`src/rtl/team_08_lcd_read_ctrl_if.sv`:
```
// 8080-style TFT read engine bundle: request side plus pad-facing bus.
// slave = engine, master = requester / pad model.
interface team_08_lcd_read_ctrl_if;
  logic        start;
  logic [7:0]  cmd;
  logic [2:0]  nbytes;
  logic [7:0]  data_in;
  logic [7:0]  data_out;
  logic        data_oe;
  logic        cs;
  logic        cd;
  logic        wr;
  logic        rd;
  logic        busy;
  logic        done;
  logic [31:0] rdata;

  modport slave (
    input  start,
    input  cmd,
    input  nbytes,
    input  data_in,
    output data_out,
    output data_oe,
    output cs,
    output cd,
    output wr,
    output rd,
    output busy,
    output done,
    output rdata
  );

  modport master (
    output start,
    output cmd,
    output nbytes,
    output data_in,
    input  data_out,
    input  data_oe,
    input  cs,
    input  cd,
    input  wr,
    input  rd,
    input  busy,
    input  done,
    input  rdata
  );
endinterface

```
`src/rtl/team_08_lcd_read_ctrl.sv`:
```
// Command write + up to four byte reads on the 8080 TFT bus.
// Define TEAM08_LCD_DUMMY_READ_EN to discard one leading read.
module team_08_lcd_read_ctrl #(
  parameter int WR_LOW_CYC  = 2,
  parameter int WR_HIGH_CYC = 2,
  parameter int RD_LOW_CYC  = 4,
  parameter int RD_HIGH_CYC = 2
) (
  input logic                    clk,
  input logic                    reset,
  team_08_lcd_read_ctrl_if.slave bus
);

  typedef enum logic [2:0] {
    IDLE,
    CMD_SETUP,
    CMD_WR_LO,
    CMD_WR_HI,
    TURN,
    RD_LO,
    RD_HI,
    FINISH
  } state_t;

  localparam logic [7:0] WL_END = 8'(WR_LOW_CYC - 1);
  localparam logic [7:0] WH_END = 8'(WR_HIGH_CYC - 1);
  localparam logic [7:0] RL_END = 8'(RD_LOW_CYC - 1);
  localparam logic [7:0] RH_END = 8'(RD_HIGH_CYC - 1);

  state_t     state;
  logic [7:0] cnt;
  logic [2:0] n_q;
  logic [2:0] nread;
  logic       dummy;

  logic       take;
  logic [2:0] n_clamp;
  logic       dummy_init;

  // A held start is also taken in FINISH so back-to-back
  // transactions leave cs high for a single cycle.
  assign take = bus.start &&
                (state == IDLE || state == FINISH);

  assign n_clamp = (bus.nbytes > 3'd4) ? 3'd4 : bus.nbytes;

`ifdef TEAM08_LCD_DUMMY_READ_EN
  assign dummy_init = |n_clamp;
`else
  assign dummy_init = 1'b0;
`endif

  // Sequencer; every bus output is set on the state transition.
  always_ff @(posedge clk or negedge reset) begin
    if (!reset) begin
      state        <= IDLE;
      cnt          <= '0;
      n_q          <= '0;
      nread        <= '0;
      dummy        <= 1'b0;
      bus.cs       <= 1'b1;
      bus.cd       <= 1'b1;
      bus.wr       <= 1'b1;
      bus.rd       <= 1'b1;
      bus.data_out <= '0;
      bus.data_oe  <= 1'b0;
      bus.busy     <= 1'b0;
      bus.done     <= 1'b0;
      bus.rdata    <= '0;
    end else begin
      bus.done <= 1'b0;
      if (take) begin
        state        <= CMD_SETUP;
        cnt          <= '0;
        n_q          <= n_clamp;
        nread        <= '0;
        dummy        <= dummy_init;
        bus.rdata    <= '0;
        bus.cs       <= 1'b0;
        bus.cd       <= 1'b0;
        bus.wr       <= 1'b1;
        bus.rd       <= 1'b1;
        bus.data_out <= bus.cmd;
        bus.data_oe  <= 1'b1;
        bus.busy     <= 1'b1;
      end else begin
        unique case (state)
          IDLE: begin
            bus.busy <= 1'b0;
          end
          CMD_SETUP: begin
            state  <= CMD_WR_LO;
            cnt    <= '0;
            bus.wr <= 1'b0;
          end
          CMD_WR_LO: begin
            if (cnt == WL_END) begin
              state  <= CMD_WR_HI;
              cnt    <= '0;
              bus.wr <= 1'b1;
            end else begin
              cnt <= cnt + 8'd1;
            end
          end
          CMD_WR_HI: begin
            if (cnt == WH_END) begin
              cnt          <= '0;
              bus.cd       <= 1'b1;
              bus.data_out <= '0;
              bus.data_oe  <= 1'b0;
              if (n_q == 3'd0) begin
                state    <= FINISH;
                bus.cs   <= 1'b1;
                bus.done <= 1'b1;
              end else begin
                state <= TURN;
              end
            end else begin
              cnt <= cnt + 8'd1;
            end
          end
          TURN: begin
            state  <= RD_LO;
            cnt    <= '0;
            bus.rd <= 1'b0;
          end
          RD_LO: begin
            if (cnt == RL_END) begin
              state  <= RD_HI;
              cnt    <= '0;
              bus.rd <= 1'b1;
              if (dummy) begin
                dummy <= 1'b0;
              end else begin
                bus.rdata <= {bus.rdata[23:0],
                              bus.data_in};
                nread     <= nread + 3'd1;
              end
            end else begin
              cnt <= cnt + 8'd1;
            end
          end
          RD_HI: begin
            if (cnt == RH_END) begin
              cnt <= '0;
              if (dummy || nread < n_q) begin
                state  <= RD_LO;
                bus.rd <= 1'b0;
              end else begin
                state    <= FINISH;
                bus.cs   <= 1'b1;
                bus.done <= 1'b1;
              end
            end else begin
              cnt <= cnt + 8'd1;
            end
          end
          FINISH: begin
            state    <= IDLE;
            bus.busy <= 1'b0;
          end
          default: begin
            state <= IDLE;
          end
        endcase
      end
    end
  end

endmodule

```
`src/flat_wrapper.sv`:
```
// flat-port wrapper written by rule: the top's interface ports become plain ports
module team_08_lcd_read_ctrl_flat 
#(
  parameter int WR_LOW_CYC  = 2,
  parameter int WR_HIGH_CYC = 2,
  parameter int RD_LOW_CYC  = 4,
  parameter int RD_HIGH_CYC = 2
)
  (clk, reset, bus_start, bus_cmd, bus_nbytes, bus_data_in, bus_data_out, bus_data_oe, bus_cs, bus_cd, bus_wr, bus_rd, bus_busy, bus_done, bus_rdata);
  team_08_lcd_read_ctrl_if bus_i ();
  input logic clk;
  input logic reset;
  input wire logic [$bits(bus_i.start)-1:0] bus_start;
  input wire logic [$bits(bus_i.cmd)-1:0] bus_cmd;
  input wire logic [$bits(bus_i.nbytes)-1:0] bus_nbytes;
  input wire logic [$bits(bus_i.data_in)-1:0] bus_data_in;
  output wire logic [$bits(bus_i.data_out)-1:0] bus_data_out;
  output wire logic [$bits(bus_i.data_oe)-1:0] bus_data_oe;
  output wire logic [$bits(bus_i.cs)-1:0] bus_cs;
  output wire logic [$bits(bus_i.cd)-1:0] bus_cd;
  output wire logic [$bits(bus_i.wr)-1:0] bus_wr;
  output wire logic [$bits(bus_i.rd)-1:0] bus_rd;
  output wire logic [$bits(bus_i.busy)-1:0] bus_busy;
  output wire logic [$bits(bus_i.done)-1:0] bus_done;
  output wire logic [$bits(bus_i.rdata)-1:0] bus_rdata;
  assign bus_i.start = bus_start;
  assign bus_i.cmd = bus_cmd;
  assign bus_i.nbytes = bus_nbytes;
  assign bus_i.data_in = bus_data_in;
  assign bus_data_out = bus_i.data_out;
  assign bus_data_oe = bus_i.data_oe;
  assign bus_cs = bus_i.cs;
  assign bus_cd = bus_i.cd;
  assign bus_wr = bus_i.wr;
  assign bus_rd = bus_i.rd;
  assign bus_busy = bus_i.busy;
  assign bus_done = bus_i.done;
  assign bus_rdata = bus_i.rdata;
  team_08_lcd_read_ctrl #(.WR_LOW_CYC(WR_LOW_CYC), .WR_HIGH_CYC(WR_HIGH_CYC), .RD_LOW_CYC(RD_LOW_CYC), .RD_HIGH_CYC(RD_HIGH_CYC)) u_core (.clk(clk), .reset(reset), .bus(bus_i));
endmodule
```
`config.mk`:
```
export PLATFORM = sky130hd
export DESIGN_NAME = team_08_lcd_read_ctrl_flat
export DESIGN_NICKNAME = d
export VERILOG_FILES = /design/src/rtl/team_08_lcd_read_ctrl_if.sv /design/src/rtl/team_08_lcd_read_ctrl.sv /design/src/flat_wrapper.sv
export SDC_FILE = /design/constraint.sdc
export NUM_CORES = 1
export LEC_CHECK = 0
export ABC_AREA = 0
export CAP_MARGIN = 10
export CORE_ASPECT_RATIO = 1.75
export CORE_MARGIN = 4
export CORE_UTILIZATION = 54
export DETAILED_ROUTE_END_ITERATION = 8
export PLACE_DENSITY = 0.88
export SLEW_MARGIN = 20
export SYNTH_ARGS = -nofsm -noshare
export SYNTH_HDL_FRONTEND = slang
export SYNTH_SLANG_ARGS = --single-unit
export TNS_END_PERCENT = 100
```
`constraint.sdc`:
```
create_clock -name clk -period 6.05 [get_ports clk]
set_clock_uncertainty 0.2 [all_clocks]
set_input_delay 0.605 -clock clk [delete_from_list [all_inputs] [get_ports clk]]
set_output_delay 0.605 -clock clk [all_outputs]
set_load 0.02 [all_outputs]
```
-- Word level (Yosys, flattened, before mapping)
Cells that the tools add are included.
- register bits after elaboration: 65
- input bits: 22
- output and inout bits: 47
- word-level logic and storage cells: 114
- add/sub/neg operators: 2
- $lt $le $gt $ge: 2
- equality and inequality tests: 17
- multiplexer cells: 54
- reduce and logical (&&, ||, !) cells: 25
- operators with widths (operator ; number):
    two-way mux 32 bit ; 4
    two-way mux 8 bit ; 6
    two-way mux 3 bit ; 10
    two-way mux 1 bit ; 26
    one-hot mux 8 bit (3 select lines) ; 1
    one-hot mux 3 bit (7 select lines) ; 1
    != test 3 x 1 -> 1 bit, second input constant ; 6
    == test 3 bit, second input constant ; 4
    AND reduction 5 bit ; 2
    nonzero test 2 bit ; 5
    adder 8 x 1 -> 8 bit, second input constant ; 1
    == test 8 x 1 -> 1 bit, second input constant ; 1
    == test 8 x 2 -> 1 bit, second input constant ; 1
    nonzero test 4 bit ; 2
    nonzero test 8 bit ; 1
    == test 3 x 2 -> 1 bit, second input constant ; 2
    logical NOT 3 bit ; 2
    one-hot mux 1 bit (2 select lines) ; 3
    AND reduction 2 bit ; 3
    nonzero test 3 bit ; 2
    two-way mux 2 bit ; 2
    AND reduction 4 bit ; 1
    OR reduction 2 bit ; 2
    adder 3 x 1 -> 3 bit, second input constant ; 1
    other kinds (10) ; 11

-- Longest topological paths before layout
- word-level depth: 6
- mapped depth: 7
- gate-level depth less buffers: 6

-- Worst setup path after synthesis
Ideal clock, no wire load.
- kind: flip-flop to flip-flop
- start point: register u_core.cnt[0]
- end point: register u_core.bus.rdata[19]
- setup time: 0.121 ns
- arrival time: 1.673 ns
- data required time: 5.729 ns
- slack: 4.056 ns
- stages on the path, launching flop included: 8
- buffers on the path: 2
- period minus slack after synthesis: 1.994 ns
- cells stage by stage: dfrtp_1 > ha_1 > nor3b_1 > and4_1 > buf_6 > nor2_4 > buf_6 > a22o_1
- word-level cells in the longest chain between the ends: 3
- ends and longest elaborated chain (what ; RTL line ; text):
    from (decl) ; team_08_lcd_read_ctrl.sv:31 ; logic [7:0] cnt;
    from (signal assigned) ; team_08_lcd_read_ctrl.sv:102 ; cnt <= cnt + 8'd1;
    from (signal assigned) ; team_08_lcd_read_ctrl.sv:119 ; cnt <= cnt + 8'd1;
    from (signal assigned) ; team_08_lcd_read_ctrl.sv:140 ; cnt <= cnt + 8'd1;
    == test 8 x 2 -> 1 bit ; team_08_lcd_read_ctrl.sv:128 ; if (cnt == RL_END) begin
    nonzero test 2 bit (no line) ; -- ;
    AND reduction 3 bit (no line) ; -- ;
    to (signal assigned) ; team_08_lcd_read_ctrl.sv:135 ; bus.rdata <= {bus.rdata[23:0],
    to (decl) ; team_08_lcd_read_ctrl_if.sv:31 ; output rdata
No other way between the ends.
A chain may end at the register's enable or synchronous reset.

-- Final worst setup path
- start point: register u_core.state[1]
- end point: register u_core.bus.rdata[7]
- word-level cells in the longest chain between the ends: 5
- elaborated cells on any way between the ends: 10
- classes of those cells: eq/ne (3); mux (1); reduce/logical (6)
- ends and longest elaborated chain (what ; RTL line ; text):
    from (decl) ; team_08_lcd_read_ctrl.sv:30 ; state_t state;
    from (signal assigned) ; team_08_lcd_read_ctrl.sv:56 ; state <= IDLE;
    from (signal assigned) ; team_08_lcd_read_ctrl.sv:73 ; state <= CMD_SETUP;
    from (signal assigned) ; team_08_lcd_read_ctrl.sv:92 ; state <= CMD_WR_LO;
    == test 3 bit or logical NOT 3 bit (tied branches) ; team_08_lcd_read_ctrl.sv:43 ; (state == IDLE || state == FINISH);
    logical OR 1 bit ; team_08_lcd_read_ctrl.sv:43 ;
    logical AND 1 bit ; team_08_lcd_read_ctrl.sv:42 ; assign take = bus.start &&
    != test 2 bit (no line) or nonzero test 2 bit (tied branches) ; -- ;
    AND reduction 3 bit (no line) ; -- ;
Several ways; a longest one is shown, not always the timed one.

==> impl_metrics.yaml <==
floorplanning:
  rows: 35
  die_area_um2: 6829
  die_w_um: 64.21
  start_util_pct: 56.34
  io_pins: 69
  die_y_um: 106.4
  core_um2: 5299
setup_path:
  r2r_start: "u_core.state[1]"
  critPathLaunchType: "flip-flop"
  r2r_setup_slack_ns: 3.36
  timing.critical_path.from: "u_core.state[1]"
  cp_max_fo: 28
  crit_path_end: "u_core.bus.rdata[7]"
  crit_arrival_ns: 2.70
  reg2reg_to: "u_core.bus.rdata[7]"
  critical_path_class: "flip-flop to flip-flop"
  critPathRequiredTime_ns: 6.06
  worst_setup_path_end_kind: "flip-flop"
  worst-r2r-cell-count: 4
clock_tree:
  postCtsSetupBuffers: 0
  cts_hold_buf: 0
  clock_path_buffers: 2
  insertion_delay_ns: 0.33
  tritoncts: "yes"
  cts_max_level: 3
  cts_root_buffer: "clkbuf_8"
  clock_sinks: 64
  cts_made_buffers: 9
  clkTransAtPathRegs_ns: 0.07
  post_cts_resized: 0
route:
  drt-wirelength-per-cell_um: 15.88
  drc_errors: 0
  vias: 2408
  drtIter0Drc: 116
  drtPass1Iterations: 4
  route.antenna.remaining_nets: 0
  wirelength_um: 6638
  routed_via_density: 5.761
synth:
  yosysSeqAreaShare_pct: 53.81
  synthCells: 277
  synth_nets: 304
  async_flop_share_pct: 100.0
  synth_top_area_share_pct: 50.29
  synth_edf_count: 0
  synth_top_cell_by_area: "dfrtp_1"
  syn_avg_cell_area_um2: 10.78
  synth_common_cells: "dfrtp_1, nand2_1, a22o_1"
  ys_ff_latch: 64
  synthFlopType: "dfrtp_1"
  synthDistinctLibCells: 50
  netlist_top_cells_area: "dfrtp_1, a22o_1, nand2_1"
  synth_most_common_cell: "dfrtp_1"
  yosys_warnings: 0
  synthesis.area_um2: 2985
grt:
  overflow: 0
  antenna_found_initial: 0
  grt_usage_pct: 20.68
  grt_max_degree: 65
  grt_pass1_wl_um: 10960
  grt_pass1_vias: 2345
timing:
  fmax_ghz: 0.3722
  setup_viol: 0
  finalCritPeriodShare_pct: 44.40
  setup_tns_ns: 0
  slew_viol_final: 0
  hold_slack_ns: 0.2384
  maxSlewHeadroom_pct: 45.67
  hold_viol_final: 0
  rsz0062_at_grt: "no"
  tightest_slew_ns: 0.8129
  fin_crit_ns: 2.686
cells_and_area:
  syn2layout_area_growth_pct: 27.28
  drive_gt1_share_pct: 9.593
  fin_nets: 366
  antenna_cells: 0
place:
  portBuffers: 68
  hpwl_um: 4829
  gp_congestion: 0.8261
worst_hold_path:
  min_path_type: "input pin to asynchronous set/reset pin"
run:
  cap_viol_max_count: 0
power:
  power_density_nw_per_um2: 386.3
  leakage_nw: 1.637
  ir_drop_mv: 0.2552
status:
  status: "complete, no violations"
[sequential cells by signal, indices dropped and copies added, names as in the netlist]
register	cells
u_core.state	3
u_core.bus.done	1
u_core.cnt	8
u_core.bus.rdata	32
u_core.nread	3
u_core.bus.data_oe	1
u_core.bus.wr	1
u_core.bus.data_out	8
u_core.n_q	3
u_core.bus.busy	1
u_core.bus.cd	1
u_core.bus.cs	1
u_core.bus.rd	1
[through the flow]
step           util [%]  power [mW]  instance area, um2  setup slack [ns]  cells
2_1_floorplan         -       1.022                2985             4.056    277
3_3_place_gp      68.60       1.157                3635             3.185    402
3_5_place_dp      68.60       1.170                3635             3.050    402
4_1_cts           71.69       1.479                3799             3.032    418
5_1_grt           71.71       1.559                3800             3.193    418
6_report          71.71       1.468                3800             3.364    418
[critical path, cell delays in order (launching register included)]
cell and delay, ns:
dfrtp_1 0.59, or3_1 0.56, a21boi_4 0.70, nor2_4 0.25, a22o_1 0.26
[routing by layer]
metal / vias up / track usage, % / wire length [um] / share of wire, %
li1: 1135 / - / - / -
met4: 0 / 9.228 / 160 / 2.4
met5: - / 0 / 0 / 0
met2: 76 / 36.71 / 3588 / 54
met1: 1182 / 22.96 / 2644 / 40
met3: 15 / 4.968 / 244 / 3.7
[power by group]
group,internal (mW),total (mW),switching (mW)
logic,0.249,0.551,0.301
registers,0.516,0.615,0.0988
clock network,0.146,0.302,0.156
total,0.912,1.47,0.556
[cells in the final DEF (no fill, tap or decap), drive strengths merged, types with 2 or more instances in the layout]
cell type and count:
dfstp 4, clkinv 5, nand3b 3, inv 7
nor2 9, o2111ai 2, a21oi 20, a22o 30
and4 2, nand4 4, clkdlybuf4s50 67, and3 3
nand2 43, or2 2, a32o 2, buf 2
ha 5, a21boi 3, o211ai 3, o22ai 3
nor4 2, or3 2, dfrtp 60, a21bo 2
o21ai 13, nor3 3, nand3 7, clkbuf 10
nor2b 8
[cell type report]
| class | instances | area [um2] |
|---|---|---|
| tap | 74 | 92.59 |
| timing repair buffer | 69 | 683.2 |
| fill | 376 | 1499 |
| multi-input combinational | 188 | 1227 |
| clock buffer | 10 | 127.6 |
| clock inverter | 6 | 36.28 |
| inverter | 7 | 26.28 |
| sequential | 64 | 1607 |
[how the worst min path moves through the flow]
stage | startpoint | to | slack, ns | depth (start not counted)
after floorplan | reset | u_core.bus.busy | 0.11 | 0
after global placement | u_core.bus.data_out[1] | u_core.bus.data_out[1] | 0.28 | 1
after detailed placement | u_core.bus.rdata[28] | u_core.bus.rdata[28] | 0.28 | 1
after CTS | reset | u_core.bus.done | 0.26 | 2
after global routing | reset | u_core.bus.rdata[16] | 0.31 | 2
final | reset | u_core.bus.rdata[16] | 0.24 | 2
[cells by family (layout without fill, tap and decap cells)]
| kind of cell | count (synthesis) | in the layout | share of synthesized area [%] |
|---|---|---|---|
| simple gates | 90 | 90 | 15.26 |
| compound gates | 89 | 89 | 22.42 |
| flops | 64 | 64 | 53.81 |
| buf+inv | 25 | 92 | 5.113 |
| fa+ha+maj | 5 | 5 | 2.096 |
| xor+xnor | 2 | 2 | 0.5869 |
| mux | 2 | 2 | 0.7125 |
(Power assumes the default switching activity.)
